<file path="config.mk">
export PLATFORM = sky130hd
export DESIGN_NAME = or_decode_pipe_flat
export DESIGN_NICKNAME = d
export VERILOG_FILES = /design/src/rtl/or_decode_pkg.sv /design/src/rtl/or_decode_pipe_if.sv /design/src/rtl/or_decode_fifo.sv /design/src/rtl/or_decode_pipe.sv /design/src/flat_wrapper.sv
export SDC_FILE = /design/constraint.sdc
export NUM_CORES = 1
export LEC_CHECK = 0
export BUFFER_PORTS_ARGS = -buffer_cell sky130_fd_sc_hd__buf_2
export CORE_UTILIZATION = 37
export DETAILED_ROUTE_END_ITERATION = 6
export GPL_ROUTABILITY_DRIVEN = 0
export GPL_TIMING_DRIVEN = 0
export PLACE_DENSITY = 0.59
export SLEW_MARGIN = 20
export SYNTH_ARGS = -nofsm -noshare
export SYNTH_HDL_FRONTEND = slang
export SYNTH_HIERARCHICAL = 1
export SYNTH_SLANG_ARGS = --single-unit
</file>
<file path="constraint.sdc">
create_clock -name clk_in -period 11 [get_ports clk_in]
set_clock_uncertainty 0.1 [all_clocks]
set_input_delay 2.2 -clock clk_in [delete_from_list [all_inputs] [get_ports clk_in]]
set_output_delay 2.2 -clock clk_in [all_outputs]
set_load 0.005 [all_outputs]
</file>
<file path="src/rtl/or_decode_pkg.sv">
// or_decode_pkg: ORBIS32 opcodes, ALU sub-ops, load/store sizes and the decoded bundle type (DECODE_FPU_EN adds FPU fields)
package or_decode_pkg;
  localparam logic [5:0] OP_J     = 6'h00, OP_JAL   = 6'h01, OP_BNF  = 6'h03, OP_BF    = 6'h04;
  localparam logic [5:0] OP_NOP   = 6'h05, OP_MOVHI = 6'h06, OP_SYS  = 6'h08, OP_JR    = 6'h11;
  localparam logic [5:0] OP_JALR  = 6'h12, OP_LWZ   = 6'h21, OP_LWS  = 6'h22, OP_LBZ   = 6'h23;
  localparam logic [5:0] OP_LBS   = 6'h24, OP_LHZ   = 6'h25, OP_LHS  = 6'h26, OP_ADDI  = 6'h27;
  localparam logic [5:0] OP_ADDIC = 6'h28, OP_ANDI  = 6'h29, OP_ORI  = 6'h2A, OP_MFSPR = 6'h2D;
  localparam logic [5:0] OP_SFI   = 6'h2F, OP_MTSPR = 6'h30, OP_FPU  = 6'h32, OP_SW    = 6'h35;
  localparam logic [5:0] OP_SB    = 6'h36, OP_SH    = 6'h37, OP_ALU  = 6'h38, OP_SF    = 6'h39;
  localparam logic [3:0] ALU_ADD = 4'h0, ALU_ADDC = 4'h1, ALU_SUB = 4'h2;
  localparam logic [1:0] SZ_BYTE = 2'b00, SZ_HALF = 2'b01, SZ_WORD = 2'b10;
  typedef struct packed {
    logic [4:0]  ra, rb, rd;
    logic [31:0] imm;
    logic        alu_sub, alu_en_carry, mtspr, mfspr, set_flg, load, store, ldst_zero_ext;
    logic [1:0]  ldst_size;
    logic        ill, sys, trap;
`ifdef DECODE_FPU_EN
    logic        fpu;
    logic [7:0]  fpu_op;
`endif
  } dec_t;
  function automatic logic [31:0] sext16(input logic [15:0] v);
    return {{16{v[15]}}, v};
  endfunction
endpackage

</file>
<file path="src/rtl/or_decode_pipe_if.sv">
// or_decode_pipe_if: fetch-side push, flush and decoded-bundle handshake (DECODE_FPU_EN adds FPU outputs)
interface or_decode_pipe_if #(parameter int PC_W = 32);
  logic            flush_in, inst_valid_in, inst_ready_out, dec_valid_out, dec_ready_in;
  logic [31:0]     inst_in, imm_out;
  logic [PC_W-1:0] pc_in, pc_out;
  logic [4:0]      reg_a_addr_out, reg_b_addr_out, reg_d_addr_out;
  logic            ctl_alu_sub_out, ctl_alu_en_carry_out, ctl_mtspr_out, ctl_mfspr_out;
  logic            ctl_set_flg_out, ctl_load_out, ctl_store_out, ctl_ldst_zero_ext_out;
  logic [1:0]      ctl_ldst_size_out;
  logic            flag_ill_inst_out, flag_syscall_out, flag_trap_out;
`ifdef DECODE_FPU_EN
  logic            ctl_fpu_out;
  logic [7:0]      fpu_op_out;
`endif
  modport master (
`ifdef DECODE_FPU_EN
    input ctl_fpu_out, fpu_op_out,
`endif
    output flush_in, inst_valid_in, inst_in, pc_in, dec_ready_in,
    input inst_ready_out, dec_valid_out, pc_out, reg_a_addr_out, reg_b_addr_out, reg_d_addr_out, imm_out,
    input ctl_alu_sub_out, ctl_alu_en_carry_out, ctl_mtspr_out, ctl_mfspr_out, ctl_set_flg_out,
    input ctl_load_out, ctl_store_out, ctl_ldst_zero_ext_out, ctl_ldst_size_out,
    input flag_ill_inst_out, flag_syscall_out, flag_trap_out
  );
  modport slave (
`ifdef DECODE_FPU_EN
    output ctl_fpu_out, fpu_op_out,
`endif
    input flush_in, inst_valid_in, inst_in, pc_in, dec_ready_in,
    output inst_ready_out, dec_valid_out, pc_out, reg_a_addr_out, reg_b_addr_out, reg_d_addr_out, imm_out,
    output ctl_alu_sub_out, ctl_alu_en_carry_out, ctl_mtspr_out, ctl_mfspr_out, ctl_set_flg_out,
    output ctl_load_out, ctl_store_out, ctl_ldst_zero_ext_out, ctl_ldst_size_out,
    output flag_ill_inst_out, flag_syscall_out, flag_trap_out
  );
endinterface

</file>
<file path="src/rtl/or_decode_fifo.sv">
// or_decode_fifo: synchronous instruction queue with push/pop/flush; flush wins over push and pop
module or_decode_fifo #(
  parameter int DEPTH = 4,
  parameter int W     = 64
) (
  input  logic         clk_in,
  input  logic         reset_in,
  input  logic         flush_i,
  input  logic         push_i,
  input  logic         pop_i,
  input  logic [W-1:0] data_i,
  output logic [W-1:0] data_o,
  output logic         full_o,
  output logic         empty_o
);
  localparam int AW = $clog2(DEPTH);
  logic [W-1:0]  mem_q [DEPTH];
  logic [AW-1:0] wr_q, wr_d, rd_q, rd_d;
  logic [AW:0]   cnt_q, cnt_d;
  logic          do_push, do_pop;
  assign full_o  = cnt_q == (AW+1)'(DEPTH);
  assign empty_o = cnt_q == '0;
  assign do_push = push_i && !full_o && !flush_i;
  assign do_pop  = pop_i && !empty_o && !flush_i;
  assign data_o  = mem_q[rd_q];
  // pointers wrap naturally; flush returns everything to empty
  always_comb begin
    wr_d  = flush_i ? '0 : wr_q + AW'(do_push);
    rd_d  = flush_i ? '0 : rd_q + AW'(do_pop);
    cnt_d = flush_i ? '0 : cnt_q + (AW+1)'(do_push) - (AW+1)'(do_pop);
  end
  // pointer and occupancy registers
  always_ff @(posedge clk_in) begin
    if (reset_in) begin
      wr_q  <= '0;
      rd_q  <= '0;
      cnt_q <= '0;
    end else begin
      wr_q  <= wr_d;
      rd_q  <= rd_d;
      cnt_q <= cnt_d;
    end
  end
  // storage needs no reset: occupancy alone says which entries are live
  always_ff @(posedge clk_in) begin
    if (do_push) mem_q[wr_q] <= data_i;
  end
endmodule

</file>
<file path="src/rtl/or_decode_pipe.sv">
// or_decode_pipe: queued ORBIS32 decode with registered valid/ready output; DECODE_FPU_EN makes lf.* legal
module or_decode_pipe
  import or_decode_pkg::*;
#(
  parameter int DEPTH = 4,
  parameter int PC_W  = 32
) (
  input logic clk_in,
  input logic reset_in,
  or_decode_pipe_if.slave bus
);
  logic [31+PC_W:0] head;
  logic [31:0]      ir;
  logic [5:0]       op;
  logic             full, empty, pop, load;
  logic             valid_q, valid_d;
  logic [PC_W-1:0]  pc_q, pc_d;
  dec_t             dec, dec_q, dec_d;
  or_decode_fifo #(.DEPTH(DEPTH), .W(32 + PC_W)) u_fifo (
    .clk_in(clk_in), .reset_in(reset_in), .flush_i(bus.flush_in),
    .push_i(bus.inst_valid_in), .pop_i(pop), .data_i({bus.pc_in, bus.inst_in}),
    .data_o(head), .full_o(full), .empty_o(empty)
  );
  assign ir  = head[31:0];
  assign op  = ir[31:26];
  assign pop = !empty && (!valid_q || bus.dec_ready_in);
  assign bus.inst_ready_out = !full;
  // decode of the queue head; illegal encodings leave every control line low
  always_comb begin
    dec    = '0;
    dec.ra = ir[20:16];
    dec.rb = ir[15:11];
    dec.rd = ir[25:21];
    case (op)
      OP_ALU: begin
        dec.alu_en_carry = ir[3:0] == ALU_ADDC;
        dec.alu_sub      = ir[3:0] == ALU_SUB;
        dec.ill          = ir[3:0] > ALU_SUB;
      end
      OP_ADDI: dec.imm = sext16(ir[15:0]);
      OP_ADDIC: begin
        dec.imm          = sext16(ir[15:0]);
        dec.alu_en_carry = 1'b1;
      end
      OP_LWZ, OP_LWS, OP_LBZ, OP_LBS, OP_LHZ, OP_LHS: begin
        dec.imm           = sext16(ir[15:0]);
        dec.load          = 1'b1;
        dec.ldst_zero_ext = op == OP_LWZ || op == OP_LBZ || op == OP_LHZ;
        dec.ldst_size     = (op == OP_LWZ || op == OP_LWS) ? SZ_WORD :
                            (op == OP_LBZ || op == OP_LBS) ? SZ_BYTE : SZ_HALF;
      end
      OP_SW, OP_SB, OP_SH: begin
        dec.imm       = {{16{ir[25]}}, ir[25:21], ir[10:0]};
        dec.store     = 1'b1;
        dec.ldst_size = op == OP_SW ? SZ_WORD : op == OP_SB ? SZ_BYTE : SZ_HALF;
      end
      OP_MTSPR: dec.mtspr = 1'b1;
      OP_MFSPR: dec.mfspr = 1'b1;
      OP_SF:    dec.set_flg = 1'b1;
      OP_SFI: begin
        dec.imm     = sext16(ir[15:0]);
        dec.set_flg = 1'b1;
      end
      OP_ANDI, OP_ORI: dec.imm = {16'h0, ir[15:0]};
      OP_MOVHI: dec.imm = {ir[15:0], 16'h0};
      OP_J, OP_JAL, OP_BNF, OP_BF: dec.imm = {{4{ir[25]}}, ir[25:0], 2'b00};
      OP_NOP, OP_JR, OP_JALR: ;
      OP_SYS: begin
        dec.sys  = ir[25:16] == 10'h000;
        dec.trap = ir[25:16] == 10'h100;
        dec.ill  = !(dec.sys || dec.trap);
      end
`ifdef DECODE_FPU_EN
      OP_FPU: begin
        dec.fpu    = ir[7:4] == 4'h0;
        dec.fpu_op = dec.fpu ? ir[7:0] : 8'h0;
        dec.ill    = !dec.fpu;
      end
`endif
      default: dec.ill = 1'b1;
    endcase
  end
  // output stage: flush drops the bundle, pop loads a new one, consumption empties it
  always_comb begin
    load    = pop && !bus.flush_in;
    valid_d = bus.flush_in ? 1'b0 : pop ? 1'b1 : valid_q && !bus.dec_ready_in;
    dec_d   = load ? dec : dec_q;
    pc_d    = load ? head[31+PC_W:32] : pc_q;
  end
  // output registers; reset also clears the held bundle
  always_ff @(posedge clk_in) begin
    if (reset_in) begin
      valid_q <= 1'b0;
      dec_q   <= '0;
      pc_q    <= '0;
    end else begin
      valid_q <= valid_d;
      dec_q   <= dec_d;
      pc_q    <= pc_d;
    end
  end
  assign bus.dec_valid_out         = valid_q;
  assign bus.pc_out                = pc_q;
  assign bus.reg_a_addr_out        = dec_q.ra;
  assign bus.reg_b_addr_out        = dec_q.rb;
  assign bus.reg_d_addr_out        = dec_q.rd;
  assign bus.imm_out               = dec_q.imm;
  assign bus.ctl_alu_sub_out       = dec_q.alu_sub;
  assign bus.ctl_alu_en_carry_out  = dec_q.alu_en_carry;
  assign bus.ctl_mtspr_out         = dec_q.mtspr;
  assign bus.ctl_mfspr_out         = dec_q.mfspr;
  assign bus.ctl_set_flg_out       = dec_q.set_flg;
  assign bus.ctl_load_out          = dec_q.load;
  assign bus.ctl_store_out         = dec_q.store;
  assign bus.ctl_ldst_zero_ext_out = dec_q.ldst_zero_ext;
  assign bus.ctl_ldst_size_out     = dec_q.ldst_size;
  assign bus.flag_ill_inst_out     = dec_q.ill;
  assign bus.flag_syscall_out      = dec_q.sys;
  assign bus.flag_trap_out         = dec_q.trap;
`ifdef DECODE_FPU_EN
  assign bus.ctl_fpu_out           = dec_q.fpu;
  assign bus.fpu_op_out            = dec_q.fpu_op;
`endif
endmodule

</file>
<file path="src/flat_wrapper.sv">
// flat-port wrapper written by rule: the top's interface ports become plain ports
module or_decode_pipe_flat import or_decode_pkg::*;
#(
  parameter int DEPTH = 4,
  parameter int PC_W  = 32
)
  (clk_in, reset_in, bus_flush_in, bus_inst_valid_in, bus_inst_in, bus_pc_in, bus_dec_ready_in, bus_inst_ready_out, bus_dec_valid_out, bus_pc_out, bus_reg_a_addr_out, bus_reg_b_addr_out, bus_reg_d_addr_out, bus_imm_out, bus_ctl_alu_sub_out, bus_ctl_alu_en_carry_out, bus_ctl_mtspr_out, bus_ctl_mfspr_out, bus_ctl_set_flg_out, bus_ctl_load_out, bus_ctl_store_out, bus_ctl_ldst_zero_ext_out, bus_ctl_ldst_size_out, bus_flag_ill_inst_out, bus_flag_syscall_out, bus_flag_trap_out);
  or_decode_pipe_if #(.PC_W(PC_W)) bus_i ();
  input logic clk_in;
  input logic reset_in;
  input wire logic [$bits(bus_i.flush_in)-1:0] bus_flush_in;
  input wire logic [$bits(bus_i.inst_valid_in)-1:0] bus_inst_valid_in;
  input wire logic [$bits(bus_i.inst_in)-1:0] bus_inst_in;
  input wire logic [$bits(bus_i.pc_in)-1:0] bus_pc_in;
  input wire logic [$bits(bus_i.dec_ready_in)-1:0] bus_dec_ready_in;
  output wire logic [$bits(bus_i.inst_ready_out)-1:0] bus_inst_ready_out;
  output wire logic [$bits(bus_i.dec_valid_out)-1:0] bus_dec_valid_out;
  output wire logic [$bits(bus_i.pc_out)-1:0] bus_pc_out;
  output wire logic [$bits(bus_i.reg_a_addr_out)-1:0] bus_reg_a_addr_out;
  output wire logic [$bits(bus_i.reg_b_addr_out)-1:0] bus_reg_b_addr_out;
  output wire logic [$bits(bus_i.reg_d_addr_out)-1:0] bus_reg_d_addr_out;
  output wire logic [$bits(bus_i.imm_out)-1:0] bus_imm_out;
  output wire logic [$bits(bus_i.ctl_alu_sub_out)-1:0] bus_ctl_alu_sub_out;
  output wire logic [$bits(bus_i.ctl_alu_en_carry_out)-1:0] bus_ctl_alu_en_carry_out;
  output wire logic [$bits(bus_i.ctl_mtspr_out)-1:0] bus_ctl_mtspr_out;
  output wire logic [$bits(bus_i.ctl_mfspr_out)-1:0] bus_ctl_mfspr_out;
  output wire logic [$bits(bus_i.ctl_set_flg_out)-1:0] bus_ctl_set_flg_out;
  output wire logic [$bits(bus_i.ctl_load_out)-1:0] bus_ctl_load_out;
  output wire logic [$bits(bus_i.ctl_store_out)-1:0] bus_ctl_store_out;
  output wire logic [$bits(bus_i.ctl_ldst_zero_ext_out)-1:0] bus_ctl_ldst_zero_ext_out;
  output wire logic [$bits(bus_i.ctl_ldst_size_out)-1:0] bus_ctl_ldst_size_out;
  output wire logic [$bits(bus_i.flag_ill_inst_out)-1:0] bus_flag_ill_inst_out;
  output wire logic [$bits(bus_i.flag_syscall_out)-1:0] bus_flag_syscall_out;
  output wire logic [$bits(bus_i.flag_trap_out)-1:0] bus_flag_trap_out;
  assign bus_i.flush_in = bus_flush_in;
  assign bus_i.inst_valid_in = bus_inst_valid_in;
  assign bus_i.inst_in = bus_inst_in;
  assign bus_i.pc_in = bus_pc_in;
  assign bus_i.dec_ready_in = bus_dec_ready_in;
  assign bus_inst_ready_out = bus_i.inst_ready_out;
  assign bus_dec_valid_out = bus_i.dec_valid_out;
  assign bus_pc_out = bus_i.pc_out;
  assign bus_reg_a_addr_out = bus_i.reg_a_addr_out;
  assign bus_reg_b_addr_out = bus_i.reg_b_addr_out;
  assign bus_reg_d_addr_out = bus_i.reg_d_addr_out;
  assign bus_imm_out = bus_i.imm_out;
  assign bus_ctl_alu_sub_out = bus_i.ctl_alu_sub_out;
  assign bus_ctl_alu_en_carry_out = bus_i.ctl_alu_en_carry_out;
  assign bus_ctl_mtspr_out = bus_i.ctl_mtspr_out;
  assign bus_ctl_mfspr_out = bus_i.ctl_mfspr_out;
  assign bus_ctl_set_flg_out = bus_i.ctl_set_flg_out;
  assign bus_ctl_load_out = bus_i.ctl_load_out;
  assign bus_ctl_store_out = bus_i.ctl_store_out;
  assign bus_ctl_ldst_zero_ext_out = bus_i.ctl_ldst_zero_ext_out;
  assign bus_ctl_ldst_size_out = bus_i.ctl_ldst_size_out;
  assign bus_flag_ill_inst_out = bus_i.flag_ill_inst_out;
  assign bus_flag_syscall_out = bus_i.flag_syscall_out;
  assign bus_flag_trap_out = bus_i.flag_trap_out;
  or_decode_pipe #(.DEPTH(DEPTH), .PC_W(PC_W)) u_core (.clk_in(clk_in), .reset_in(reset_in), .bus(bus_i));
endmodule
</file>
## Word-level counts from Yosys, hierarchy flattened

Memory sizes are Yosys's and may differ from the RTL's. A register that Yosys moved wholly into a read port is not among the register bits.
Cells that the tools add are included.

| cells by class | value |
|---|---|
| bitwise operators | 0 |
| shift operators | 0 |
| order comparisons | 1 |
| multipliers | 0 |
| reductions and logical operators | 30 |
| divide/modulo/power cells | 0 |
| add/sub/neg operators | 4 |
| eq/ne operators | 30 |
| mux-type cells | 20 |

Operator list:

| cell | number |
|---|---|
| $pmux 32 s5 | 1 |
| $eq 6x6->1 const B | 18 |
| $reduce_or 25->1 | 1 |
| $eq 6x3->1 const B | 3 |
| $eq 6x5->1 const B | 2 |
| $mux 1 | 12 |
| $eq 10x9->1 const B | 1 |
| $logic_not 10->1 | 1 |
| $reduce_or 9->1 | 1 |
| $mux 2 | 4 |
| $logic_and 1x1->1 | 7 |
| $eq 6x1->1 const B | 1 |
| $eq 6x2->1 const B | 1 |
| $eq 6x4->1 const B | 1 |
| $logic_not 1->1 | 6 |
| $logic_not 6->1 | 1 |
| $logic_or 1x1->1 | 6 |
| $reduce_or 2->1 | 3 |
| $reduce_or 6->1 | 1 |
| $add 2x1->2 | 2 |
| $eq 4x1->1 const B | 1 |
| $eq 4x2->1 const B | 1 |
| $gt 4x2->1 const B | 1 |
| $pmux 2 s2 | 1 |
| 8 further kinds | 8 |

| storage, ports and cells | value |
|---|---|
| word-level logic and storage cells | 107 |
| memories kept | 1 |
| latch bits | 0 |
| register bits | 100 |
| memory bits (writable) | 256 |
| bits in read-only memories | 0 |
| bits of input ports | 69 |

Memory list:

| memory | depth | bits a word | rd ports | clocked after memory_dff | write ports | RTL line | text |
|---|---|---|---|---|---|---|---|
| u_core.u_fifo.mem_q | 4 | 64 | 1 | 1 | 1 | or_decode_fifo.sv:17 | `logic [W-1:0] mem_q [DEPTH];` |

## Longest topological paths before layout

Gate-level depths: netlist (run 1).

| logic depth | value |
|---|---|
| depth after elaboration | 7 |
| gate-level depth with buffers | 12 |
| mapped depth without buffers | 8 |

## By module

The synthesis (run 1) kept the hierarchy.

By module, submodules not included:

| module | times used | cells an instance | area each (um2) |
|---|---|---|---|
| or_decode_fifo | 1 | 378 | 9,703.1 |
| or_decode_pipe | 1 | 481 | 4,007.6 |

## Worst setup path after synthesis (run 1)

OpenSTA, ideal clock, no wires.

| timing | value |
|---|---|
| path kind | input port to flip-flop |
| start point | input port bus_flush_in |
| end point | memory u_core.u_fifo.mem_q[1][0] (enable) |
| slack | 1.030 ns |
| cell stages on the path | 3 |
| buffers on the path | 1 |
| required time | 10.234 ns |
| data arrival time | 9.204 ns |
| setup time | 0.666 ns |
| cells stage by stage | clkbuf_1 nand2b_1 nor4b_1 |

| on the way | value |
|---|---|
| cells in the longest elaborated chain, start to end | 4 |

Ends and longest elaborated chain:

| what | RTL line | text |
|---|---|---|
| from (decl) | flat_wrapper.sv:11 | `input wire logic [$bits(bus_i.flush_in)-1:0] bus_flush_in;` |
| $logic_not 1->1 | or_decode_fifo.sv:23 | `assign do_push = push_i && !full_o && !flush_i;` |
| $logic_and 1x1->1 | or_decode_fifo.sv:23 |  |
| $mux 1 | or_decode_fifo.sv:46 | `if (do_push) mem_q[wr_q] <= data_i;` |
| $mux 1 (implied by the code) | or_decode_fifo.sv:46 |  |
| to (decl) | or_decode_fifo.sv:17 |  |

Every way passes these cells.

## Worst setup path in the final report (run 1)

| timing | value |
|---|---|
| start point | input port bus_flush_in |
| end point | memory u_core.u_fifo.mem_q[1][34] (enable) |

Same word-level chain as after synthesis.

==> impl_summary.txt, run 1 <==
----------------------------------------------------
[Outcome]
  Run status ... finished with violations
  Violated checks ... design-rule violations

[Power and ir drop]
  Pleak ... about 5.9 nW
  Total power per unit cell area ... 173 nW/um^2
  Worst VDD drop ... 0.217 mV

[Logic synthesis]
  Synth cell types ... 63
  Count of flip-flops with a built-in enable after synthesis ... about 260
  Combined area of all synthesized cells ... 13700 sq um
  Largest cells by area after synthesis ... sky130_fd_sc_hd__edfxtp_1 (56%), sky130_fd_sc_hd__dfxtp_1 (15%), sky130_fd_sc_hd__mux4_2 (11%)
  Synth Register Bits ... about 360
  Post-Synthesis Cells ... 859
  Proportion of netlist area held by the largest area contributor ... a little under three fifths
  Most used standard cell by instance count after synthesis ... sky130_fd_sc_hd__edfxtp_1
  Predominant post-synthesis flop cell ... sky130_fd_sc_hd__edfxtp_1
  Number of warnings issued by yosys ... 6
  Syn Nets ... around 930
  Share of flip-flops with an asynchronous set or reset ... 0%
  Post-synthesis sequential area ratio ... 70.7%
  Commonest cells post-synth ... sky130_fd_sc_hd__edfxtp_1 (256), sky130_fd_sc_hd__nand2_1 (131), sky130_fd_sc_hd__dfxtp_1 (100)
  Cell taking the most area after synthesis ... sky130_fd_sc_hd__edfxtp_1
  Syn_area_per_cell ... roughly 16 sq um

[Floorplanning]
  Placement Rows ... 70
  Horizontal die dimension ... 195 microns
  Effective utilization at floorplan ... between 30% and 40%
  Core outline area ... 36500 sq um
  Vertical die dimension ... between 150 and 200 microns
  DIE AREA ... 37800 sq um
  Boundary pin count ... 163

[Clock network]
  Clock tree from TritonCTS ... yes
  Number of CTS-inserted buffers ... 40
  Total setup buffers inserted after CTS ... 0
  Number of gates resized after cts ... 0
  Clock Pin Slew Worst Setup and Hold Paths ... 0.06 ns
  Maximum count of clock buffers along a single path ... 3
  Root buf cell ... sky130_fd_sc_hd__clkbuf_16
  CTS Hold Bufs ... 0
  Clock latency on the worst-skew pair ... 0.55 ns
  Clock tree sinks ... 356
  Depth of the CTS H-tree ... 2

[Placed design]
  Post-placement worst setup slack ... 5.74 ns
  Port Buffers ... 162
  Placed wire-length estimate ... 24900 microns

[Finish]
  Number of nets at the end of the flow ... 1183
  Final core utilization ... 46.0%
  Area growth from synthesis to final layout ... 22.6%
  Fraction of layout cells with a size suffix above 1 ... about a third

[Timing]
  Fmax achieved ... roughly 210 MHz
  Final number of setup-violating endpoints ... 0
  Max-slew violation total from the final report ... 0
  Worst-case setup margin in the final layout ... ~6.3 ns
  Number of endpoints with negative hold slack in the final report ... 0
  Unrepaired setup endpoints after global routing ... false
  Remaining max-slew budget at the tightest pin ... between 40% and 50%
  Fraction of the cycle the final worst path needs ... between 40 and 50%
  Shortest period the worst path allows ... around 4.7 ns
  Worst Tran Pin Value ... roughly 0.80 ns

[Worst setup path]
  Startpoint class of the critical path ... input pin
  Arrival time at the worst endpoint ... 4.80 ns
  Maximum fanout encountered on the critical timing path ... 10
  Delay contributed by the slowest stage of the critical path ... 0.68 ns
  Critical path required time ... approximately 11 ns
  Worst Setup Path Type ... in2reg
  Cells traversed along the worst timing path ... buf_2, clkbuf_1, nand2b_1, nor4b_2, buf_4, buf_2, buf_2, buf_2, buf_2
  Worst path slowest cell ... sky130_fd_sc_hd__nor4b_2
  Kind of end point of the critical path ... flip-flop
  Crit-path most repeated cell ... sky130_fd_sc_hd__buf_2

[Route]
  Detail Route Antenna Nets ... 0
  Via-to-Cell Ratio ... 5.21
  DR DRC count ... 8
  Routed via count ... 8418
  Detail-routed net length per standard cell ... 21.4 microns
  First-pass DRT Iterations ... 7
  Sum of routed wire length over all layers ... between 30000 and 40000 microns
  Number of DRC markers after the initial detailed-route iteration ... 554

[Global routing]
  Maximum number of pins on one net before global-route repair ... 14
  Global routing usage summed across all routing layers ... 18.6%
  Number of global-route vias before repair ... about 8500
  Initial antenna violation count ... 6
  Total gr overflow ... 0
  Wire length of the first global-routing pass ... 52500 microns

[Job]
  Number of max-cap violations ... 0

[Hold path]
  Class of the tightest hold or removal check ... reg2reg

----------------------------------------------------
-- metal layers --
metal | share of wire (%) | vias to the layer above | GRT usage [%]
met4 | 2.5 | 4 | 5.82
met2 | 47 | 285 | 29.4
met3 | 7.1 | 59 | 5.17
met5 | 0.078 | - | 0
li1 | - | 3888 | -
met1 | 44 | 4182 | 24.9
-- flip-flops by register name, summed over array words and instances, names as in the netlist, 2 cells and up --
signal / flops
u_core/bus.ctl_ldst_size_out: 2
u_core/bus.imm_out: 32
u_core/bus.pc_out: 32
u_core/bus.reg_a_addr_out: 5
u_core/bus.reg_b_addr_out: 5
u_core/bus.reg_d_addr_out: 5
u_core/u_fifo/cnt_q: 3
u_core/u_fifo/mem_q: 256
u_core/u_fifo/rd_q: 2
u_core/u_fifo/wr_q: 2
-- cell families after synthesis --
group                      count (synthesis)  synth area share (%)
and+or+nand+nor                          219                  7.49
muxes                                     66                  10.7
xor gates and xnor gates                   3                 0.301
AOI/OAI and AO/OA                        145                  7.71
buffers and inverters                     67                  2.82
adders and majority gates                  3                 0.329
DFF                                      356                  70.7
-- critical path, delay by kind of cell --
family	cells	cell delay, ns
simple gates	2	1.01
buf+inv	7	1.57
-- placed cells by master, fill, tap and decap left out, types with 4 or more instances in the layout --
| cell type | Yosys | routed |
|---|---|---|
| sky130_fd_sc_hd__mux4_2 | 64 | 64 |
| sky130_fd_sc_hd__a22oi_1 | 5 | 5 |
| sky130_fd_sc_hd__dfxtp_1 | 100 | 100 |
| sky130_fd_sc_hd__inv_1 | 8 | 8 |
| sky130_fd_sc_hd__clkbuf_16 | 0 | 43 |
| sky130_fd_sc_hd__and2_1 | 4 | 4 |
| sky130_fd_sc_hd__a221oi_2 | 11 | 11 |
| sky130_fd_sc_hd__a31oi_1 | 4 | 4 |
| sky130_fd_sc_hd__buf_2 | 17 | 205 |
| sky130_fd_sc_hd__clkbuf_1 | 21 | 30 |
| sky130_fd_sc_hd__buf_1 | 9 | 9 |
| sky130_fd_sc_hd__clkinv_1 | 0 | 9 |
| sky130_fd_sc_hd__nand2_1 | 131 | 131 |
| sky130_fd_sc_hd__nor3_1 | 13 | 13 |
| sky130_fd_sc_hd__edfxtp_1 | 256 | 256 |
| sky130_fd_sc_hd__nor2_1 | 25 | 25 |
| sky130_fd_sc_hd__nand3_1 | 8 | 8 |
| sky130_fd_sc_hd__a222oi_1 | 14 | 14 |
| sky130_fd_sc_hd__buf_4 | 3 | 19 |
| sky130_fd_sc_hd__a221oi_1 | 6 | 6 |
| sky130_fd_sc_hd__o21ai_0 | 11 | 11 |
| sky130_fd_sc_hd__bufinv_16 | 0 | 4 |
| sky130_fd_sc_hd__buf_6 | 5 | 11 |
| sky130_fd_sc_hd__o21ai_1 | 10 | 10 |
| sky130_fd_sc_hd__buf_12 | 4 | 4 |
| sky130_fd_sc_hd__nor2b_1 | 4 | 4 |
| sky130_fd_sc_hd__a21oi_1 | 61 | 61 |
| sky130_fd_sc_hd__diode_2 | 0 | 4 |
-- power by group --
part	switching, mW	internal [mW]	leakage (nW)
clock	0.524	0.815	0.646
combinational	0.0707	0.0419	2.12
sequential	0.00593	1.46	3.13
total	0.601	2.31	5.90
-- path summary, 6_finish.rpt --
check | from | to | slack [ns] | cells past startpoint
worst max-delay path | bus_flush_in | u_core/u_fifo/mem_q[1][34] | 6.34 | 9
worst min register to register | u_core/bus.imm_out[13] | u_core/bus.imm_out[13] | 0.35 | 2
worst min-delay path | u_core/bus.imm_out[13] | u_core/bus.imm_out[13] | 0.35 | 2
worst max register to register | u_core/u_fifo/rd_q[1] | u_core/bus.ctl_alu_sub_out | 7.50 | 9
-- metrics by stage --
stage	std cells	setup TNS (ns)	area (sq um)	power [mW]	hold WS, ns
6_report	1615	0	16800	2.91	0.345
3_5_place_dp	1537	0	15500	1.60	0.341
4_1_cts	1611	0	16800	2.95	0.351
3_3_place_gp	1489	-1280.88	15100	1.60	0.340
5_1_grt	1611	0	16800	3.02	0.371
2_1_floorplan	859	0	13700	1.55	0.346
-- area by class of cell --
cell class	instances	area [sq um]
inverter	8	30.0
timing repair buffer	210	1130
antenna	4	10.0
sequential	356	9690
clock inverter	21	218
clock buffer	53	1120
tap	468	586
buffer	59	357
fill	3241	19700
multi-input combinational	436	3670
Power figures use the tool's default switching activity.
==> run 2: changes to the inputs <==
- ABC_AREA: unset -> 1
- clock period: 11 -> 4.3 ns (I/O delays scaled with it)
==> impl_summary.txt, run 2 <==
----------------------------------------------------
[Timing]
  Fmax achieved ... 295 MHz
  Final setup TNS ... 0 ns (unchanged)
  Worst Tran Pin Value ... 0.856 ns (+0.0589 ns)
  Final number of setup-violating endpoints ... 0 (unchanged)
  Shortest period the worst path allows ... 3.39 ns
  Number of endpoints with negative hold slack in the final report ... 0 (unchanged)
  Worst-case setup margin in the final layout ... 0.905 ns (-5.44 ns)
  Unrepaired setup endpoints after global routing ... false
  Max-slew violation total from the final report ... 0 (unchanged)
  Remaining max-slew budget at the tightest pin ... 42.9% (-3.2 points)
  Fraction of the cycle the final worst path needs ... 79.0%

[Finish]
  Most common cell after layout, fill and taps aside ... sky130_fd_sc_hd__edfxtp_1
  Number of flip-flops in the largest register ... 256 (unchanged)
  Number of fill cells ... 3637 (+12%)
  Final standard cell count with taps included and fillers excluded ... 2054 (+27%)
  Highest-count cells in the layout ignoring fill and taps ... sky130_fd_sc_hd__edfxtp_1 (256), sky130_fd_sc_hd__nor2_1 (237), sky130_fd_sc_hd__nand2_1 (189)
  Fraction of layout cells with a size suffix above 1 ... 23.1% (-11 points)
  Biggest register ... u_core/u_fifo/mem_q
  Number of nets at the end of the flow ... 1585 (+34%)
  Finished layout cell area ... 17500 sq um (+4.0%)
  Area growth from synthesis to final layout ... 21.3%
  Final core utilization ... 46.0% (-0.061 points)

[Floorplanning]
  Vertical die dimension ... 199 microns (+2.5%)
  Core outline area ... 38000 sq um (+4.1%)
  DIE AREA ... 39800 sq um (+5.1%)
  Boundary pin count ... 163 (unchanged)
  Horizontal die dimension ... 199 microns (+2.5%)
  Placement Rows ... 71 (+1.4%)
  Effective utilization at floorplan ... 37.9% (+0.37 points)

[Logic synthesis]
  Syn Nets ... 1370 (+47%)
  Synth cell types ... 45 (-29%)
  Cell taking the most area after synthesis ... sky130_fd_sc_hd__edfxtp_1
  Most used standard cell by instance count after synthesis ... sky130_fd_sc_hd__edfxtp_1
  Combined area of all synthesized cells ... 14400 sq um (+5.1%)
  Proportion of netlist area held by the largest area contributor ... 53.3% (-2.7 points)
  Share of flip-flops with an asynchronous set or reset ... 0% (unchanged)
  Predominant post-synthesis flop cell ... sky130_fd_sc_hd__edfxtp_1
  Largest cells by area after synthesis ... sky130_fd_sc_hd__edfxtp_1 (53%), sky130_fd_sc_hd__dfxtp_1 (14%), sky130_fd_sc_hd__nor2_1 (6.3%)
  Syn_area_per_cell ... 11.1 sq um (-30%)
  Post-synthesis sequential area ratio ... 67.2% (-3.4 points)
  Synth Register Bits ... 356 (unchanged)
  Commonest cells post-synth ... sky130_fd_sc_hd__edfxtp_1 (256), sky130_fd_sc_hd__nor2_1 (241), sky130_fd_sc_hd__nand2_1 (189)
  Post-Synthesis Cells ... 1298 (+51%)
  Number of warnings issued by yosys ... 6 (unchanged)
  Count of flip-flops with a built-in enable after synthesis ... 256 (unchanged)

[Clock network]
  Number of CTS-inserted buffers ... 38 (-5.0%)
  Maximum count of clock buffers along a single path ... 3 (unchanged)
  Clock tree from TritonCTS ... yes
  Number of gates resized after cts ... 0 (unchanged)
  Clock tree sinks ... 356 (unchanged)
  CTS Hold Bufs ... 0 (unchanged)
  Depth of the CTS H-tree ... 2 (unchanged)
  Clock latency on the worst-skew pair ... 0.53 ns (-0.02 ns)
  Total setup buffers inserted after CTS ... 0 (unchanged)
  Root buf cell ... sky130_fd_sc_hd__clkbuf_16
  Clock Pin Slew Worst Setup and Hold Paths ... 0.06 ns (about the same)

[Global routing]
  Met3 track demand over resource ... 3.53% (-1.6 points)
  Maximum number of pins on one net before global-route repair ... 24 (+10)
  Global routing's busiest layer ... met2
  Total gr overflow ... 0 (unchanged)
  Global Route met2 Usage ... 31.9% (+2.5 points)
  Number of global-route vias before repair ... 10021 (+17%)
  Wire length of the first global-routing pass ... 57900 microns (+10%)
  Initial antenna violation count ... 8 (+2)
  Global routing usage summed across all routing layers ... 19.3% (+0.73 points)
  Grt met1 use ... 25.9% (+1.0 points)

[Route]
  Via-to-Cell Ratio ... 5.03 (-3.6%)
  Detail Route Antenna Nets ... 0 (unchanged)
  Sum of routed wire length over all layers ... 38400 microns (+11%)
  Detail-routed net length per standard cell ... 18.7 microns (-13%)
  Routed via count ... 10324 (+23%)
  DR DRC count ... 0 (-8)
  First-pass DRT Iterations ... 5 (-2)
  Number of DRC markers after the initial detailed-route iteration ... 784 (+42%)

[Placed design]
  DP Area ... 16200 sq um (+5.0%)
  Placed wire-length estimate ... 26500 microns (+6.5%)
  Port Buffers ... 162 (unchanged)
  Post-placement worst setup slack ... 0.925 ns (-4.81 ns)
  Cells after DPL ... 1984 (+29%)

[Power and ir drop]
  Pleak ... 6.59 nW (+12%)
  Worst VDD drop ... 0.252 mV (+16%)
  Total power per unit cell area ... 419 nW/um^2 (+140%)

[Worst setup path]
  Startpoint class of the critical path ... flip-flop
  CP top delay family ... buffers and inverters
  Cells traversed along the worst timing path ... buf_2, clkbuf_1, o21ai_0, o22ai_1, nand2_1, nor2_1, nand2_1, inv_1, buf_2, nand2_1, nand4_1, nand2_1, a21oi_2
  Crit-path most repeated cell ... sky130_fd_sc_hd__nand2_1
  Delay contributed by the slowest stage of the critical path ... 0.58 ns (-0.10 ns)
  Maximum fanout encountered on the critical timing path ... 10 (unchanged)
  Arrival time at the worst endpoint ... 3.74 ns (-1.06 ns)
  Worst Setup Path Type ... reg2reg
  Buffers and inverters on the worst path ... 4 (-3)
  Critical path required time ... 4.64 ns (-6.50 ns)
  Kind of end point of the critical path ... flip-flop
  Worst path slowest cell ... sky130_fd_sc_hd__o22ai_1

[Job]
  Number of max-cap violations ... 0 (unchanged)

[Hold path]
  Class of the tightest hold or removal check ... reg2reg

[Outcome]
  Run status ... complete, no violations

----------------------------------------------------
[run 2: cell types whose count changed after synthesis, sizes merged, moves of 17 or more]
cell / previous run / this run
nand2: 131 / 194
o21ai: 21 / 188
a221oi: 17 / 0
o22ai: 3 / 64
nand4: 1 / 36
clkbuf: 21 / 41
inv: 8 / 39
a21oi: 61 / 43
mux4: 64 / 0
nor2: 26 / 259
[run 2: path summary, 6_finish.rpt]
kind / startpoint / to / slack (ns) / cells past startpoint
worst min-delay path: u_core/bus.imm_out[9] / u_core/bus.imm_out[9] / 0.36 / 2
worst min register to register: u_core/bus.imm_out[9] / u_core/bus.imm_out[9] / 0.36 / 2
worst max-delay path: u_core/u_fifo/rd_q[1] / u_core/bus.imm_out[31] / 0.91 / 13
worst max register to register: u_core/u_fifo/rd_q[1] / u_core/bus.imm_out[31] / 0.91 / 13
[run 2: power by group]
group | total [mW] | internal, mW | leakage (nW) | switching (mW)
sequential | 3.76 | 3.74 | 3.13 | 0.0216
clock | 3.24 | 1.93 | 0.607 | 1.31
combinational | 0.315 | 0.109 | 2.85 | 0.206
total | 7.32 | 5.78 | 6.59 | 1.54
[run 2: final cells by class]
class / count / area, sq um / share of cell area (%)
inverters: 40 / 153 / 0.873
plain buffers: 80 / 485 / 2.78
clock buffers: 47 / 1020 / 5.83
well taps: 511 / 639 / 3.66
clock inverters: 19 / 219 / 1.25
repair buffers: 175 / 1150 / 6.56
multi-input cells: 822 / 4120 / 23.6
flip-flops and latches: 356 / 9690 / 55.4
diodes: 4 / 10.0 / 0.0573
[run 2: metrics by stage]
stage	power, mW	hold slack (ns)
2_1_floorplan	3.98	0.357
3_3_place_gp	4.13	0.351
3_5_place_dp	4.15	0.352
4_1_cts	7.39	0.362
5_1_grt	7.56	0.387
6_report	7.32	0.363
[run 2: kinds of logic (layout without fill, tap and decap cells)]
group,after synthesis,in the layout,synth area share (%)
AND/OR/NAND/NOR,513,513,15.5
flip-flops,356,356,67.2
AO/OA/AOI/OAI,305,305,12.5
buffers and inverters,120,361,4.43
adder cells (fa/ha/maj),3,3,0.312
XOR/XNOR,1,1,0.0608
other,0,4,0
[run 2: layer usage]
metal  vias to the layer above  wire [microns]
met5                         -              70
met4                        10             797
met3                        70            2390
met2                       319           18200
met1                      4911           17000
li1                       5014               -
[run 2: tightest hold or removal path: cells and delay by family (launching register included)]
kind	cells	cell delay (ns)
flops	1	0.30
compound gates	1	0.05
simple gates	1	0.06
==> run 3: changes to the inputs <==
- ABC_AREA: 1 -> 0
- clock period: 4.3 -> 3.45 ns (I/O delays scaled with it)
==> impl_summary.txt, run 3 (synthesized netlist as in run 1, its figures left out) <==
----------------------------------------------------
[Hold path]
  Cell count of the worst hold path ... 1 (-1)
  Class of the tightest hold or removal check ... in2reg
  Worst hold path endpoint ... u_core/u_fifo/mem_q[1][8]
  Beginning of the worst hold path ... bus_inst_in[8]

[Power and ir drop]
  Part of the total power dissipated in sequential elements ... 52.6% (+1.2 points)
  Worst VDD drop ... 0.409 mV (+62%)
  Pleak ... 5.77 nW (-13%)
  NetSw ... 1.84 mW (+19%)
  Clock Power Share ... 43.2% (-1.1 points)
  Power share of the combinational group ... 4.1% (-0.2 points)
  Internal cell power ... 7.02 mW (+22%)
  Sw frac ... 20.8% (-0.30 points)
  Total power per unit cell area ... 531 nW/um^2 (+27%)

[Finish]
  Storage cell area ... 9690 sq um (unchanged)
  Number of flip-flops in the largest register ... 256 (unchanged)
  Number of nets at the end of the flow ... 1163 (-27%)
  Final core utilization ... 45.7% (-0.26 points)
  Most common cell after layout, fill and taps aside ... sky130_fd_sc_hd__edfxtp_1
  Multi-input gate area in the final layout ... 3710 sq um (-9.9%)
  Biggest register ... u_core/u_fifo/mem_q
  Area growth from synthesis to final layout ... 21.8%
  Number of fill cells ... 3263 (-10%)
  Finished layout cell area ... 16700 sq um (-4.5%)
  Highest-count cells in the layout ignoring fill and taps ... sky130_fd_sc_hd__edfxtp_1 (256), sky130_fd_sc_hd__buf_2 (179), sky130_fd_sc_hd__nand2_1 (131)
  Fraction of layout cells with a size suffix above 1 ... 33.3% (+10 points)

[Timing]
  Remaining max-slew budget at the tightest pin ... 47.1% (+4.2 points)
  Fraction of the cycle the final worst path needs ... 95.9% (+17 points)
  Fmax achieved ... 302 MHz (+2.6%)
  Number of endpoints with negative hold slack in the final report ... 0 (unchanged)
  Max-slew violation total from the final report ... 0 (unchanged)
  Shortest period the worst path allows ... 3.31 ns (-0.0859 ns)
  WHS ... 0.290 ns (-0.0723 ns)
  Final number of setup-violating endpoints ... 0 (unchanged)
  Unrepaired setup endpoints after global routing ... false
  Final setup TNS ... 0 ns (unchanged)
  Worst Tran Pin Value ... 0.790 ns (-0.0658 ns)

[Route]
  DR DRC count ... 0 (unchanged)
  Detail Route Antenna Nets ... 0 (unchanged)
  Routed via count ... 8408 (-19%)
  Via-to-Cell Ratio ... 5.28 (+5.1%)
  First-pass DRT Iterations ... 6 (+1)
  Sum of routed wire length over all layers ... 33900 microns (-12%)
  Detail-routed net length per standard cell ... 21.3 microns (+14%)
  Number of DRC markers after the initial detailed-route iteration ... 774 (-1.3%)

[Worst setup path]
  Worst Setup Path Type ... reg2reg
  Maximum fanout encountered on the critical timing path ... 10 (unchanged)
  Startpoint class of the critical path ... flip-flop
  Buffers and inverters on the worst path ... 4 (unchanged)
  Worst R2R Setup Slack ... 0.14 ns (-0.76 ns)
  End of the worst register-to-register path ... u_core/bus.imm_out[22]
  Delay contributed by the slowest stage of the critical path ... 0.52 ns (-0.06 ns)
  Kind of end point of the critical path ... flip-flop
  CP top delay family ... buffers and inverters
  Worst R2R Path Depth ... 10 (-3)
  Arrival time at the worst endpoint ... 3.61 ns (-0.13 ns)
  Cells traversed along the worst timing path ... buf_2, buf_2, mux4_2, buf_6, or4_4, o2111ai_2, nor2_2, o31ai_4, buf_6, o21ai_1
  Worst path slowest cell ... sky130_fd_sc_hd__or4_4
  FF-to-FF Start ... u_core/u_fifo/rd_q[1]
  Critical path required time ... 3.75 ns (-0.89 ns)

[Clock network]
  Maximum count of clock buffers along a single path ... 3 (unchanged)
  Root buf cell ... sky130_fd_sc_hd__clkbuf_16
  Total setup buffers inserted after CTS ... 0 (unchanged)
  Depth of the CTS H-tree ... 2 (unchanged)
  Clock tree sinks ... 356 (unchanged)
  Clock latency on the worst-skew pair ... 0.51 ns (-0.02 ns)
  Clock tree from TritonCTS ... yes
  Number of CTS-inserted buffers ... 38 (unchanged)
  Clock Pin Slew Worst Setup and Hold Paths ... 0.06 ns (about the same)

[Global routing]
  Initial antenna violation count ... 8 (unchanged)
  Number of global-route vias before repair ... 8391 (-16%)
  Global routing usage summed across all routing layers ... 18.1% (-1.3 points)
  Wire length of the first global-routing pass ... 51800 microns (-11%)
  Maximum number of pins on one net before global-route repair ... 15 (-38%)
  Total gr overflow ... 0 (unchanged)

[Floorplanning]
  Vertical die dimension ... 195 microns (-2.4%)
  Effective utilization at floorplan ... 37.5% (-0.37 points)
  Placement Rows ... 70 (-1.4%)
  Boundary pin count ... 163 (unchanged)
  Core outline area ... 36500 sq um (-3.9%)
  DIE AREA ... 37800 sq um (-4.8%)
  Horizontal die dimension ... 195 microns (-2.4%)

[Placed design]
  Port Buffers ... 162 (unchanged)
  Placed wire-length estimate ... 24400 microns (-7.8%)
  DP Area ... 15500 sq um (-4.4%)

[Job]
  Number of max-cap violations ... 0 (unchanged)

[Outcome]
  Run status ... complete, no violations

----------------------------------------------------
==> run 3: cell count changes in the layout (fill, tap and decap cells not counted), sizes merged, moves of 9 or more <==
| cell | delta |
|---|---|
| o21ai | -167 |
| nor3 | +12 |
| nor2 | -233 |
| mux4 | +64 |
| nand2 | -63 |
| o22ai | -61 |
| nand3 | -9 |
| inv | -31 |
| nand4 | -35 |
| a222oi | +14 |
| buf | +16 |
| a221oi | +17 |
| a21oi | +18 |
| clkbuf | -14 |
==> run 3: through the flow <==
step | cells | setup WS (ns) | total power, mW
floorplan | 859 | -0.297 | 4.94
global placement | 1489 | -2.39 | 5.10
detailed placement | 1519 | 0.109 | 5.12
CTS | 1588 | 0.0877 | 8.97
global route | 1588 | 0.0122 | 9.16
finish | 1591 | 0.141 | 8.86
==> run 3: what timing repair did <==
item	CTS	global route
endpoints found under the hold margin	0	0
gates resized for setup	0	1
endpoints found under the setup margin	0	5
hold buffers	0	0
==> run 3: worst reg2reg max path: stages (launching register included) <==
cell	delay (ns)
sky130_fd_sc_hd__dfxtp_1	0.39
sky130_fd_sc_hd__buf_2	0.33
sky130_fd_sc_hd__buf_2	0.35
sky130_fd_sc_hd__mux4_2	0.36
sky130_fd_sc_hd__buf_6	0.16
sky130_fd_sc_hd__or4_4	0.52
sky130_fd_sc_hd__o2111ai_2	0.14
sky130_fd_sc_hd__nor2_2	0.12
sky130_fd_sc_hd__o31ai_4	0.44
sky130_fd_sc_hd__buf_6	0.21
sky130_fd_sc_hd__o21ai_1	0.08
==> run 3: cell type report <==
class	instances	share of cell area, %
antenna	3	0.0450
buffer	59	2.26
clock buffer	53	6.40
clock inverter	16	0.622
inverter	8	0.180
multi-input combinational	436	22.2
sequential	356	58.0
tap	468	3.51
timing repair buffer	192	6.72
==> run 3: worst max path at each step <==
stage | startpoint | endpoint | slack [ns] | depth (start not counted)
floorplan | bus_flush_in | u_core/u_fifo/mem_q[3][0] | -0.30 | 3
finish | u_core/u_fifo/rd_q[1] | u_core/bus.imm_out[22] | 0.14 | 10
global route | u_core/u_fifo/rd_q[1] | u_core/bus.imm_out[11] | 0.01 | 10
global placement | bus_flush_in | u_core/u_fifo/mem_q[3][34] | -2.39 | 4
CTS | u_core/u_fifo/rd_q[1] | u_core/bus.ctl_alu_en_carry_out | 0.09 | 9
detailed placement | u_core/u_fifo/rd_q[1] | u_core/bus.ctl_alu_en_carry_out | 0.11 | 9
==> run 3: power groups by stage <==
stage	Sequential [mW]	Combinational, mW	Clock, mW
6_report	4.66	0.367	3.83
5_1_grt	4.67	0.400	4.10
3_3_place_gp	4.76	0.345	0
3_5_place_dp	4.75	0.368	0
2_1_floorplan	4.75	0.188	0
4_1_cts	4.66	0.369	3.94
==> run 3: layer usage <==
| metal | up-vias | part of all wire, % | GRT usage (%) |
|---|---|---|---|
| met5 | - | 0.14 | 0 |
| met4 | 8 | 2.5 | 4.47 |
| met3 | 71 | 6.7 | 4.11 |
| met2 | 284 | 46 | 28.6 |
| met1 | 4220 | 44 | 25.1 |
| li1 | 3825 | - | - |
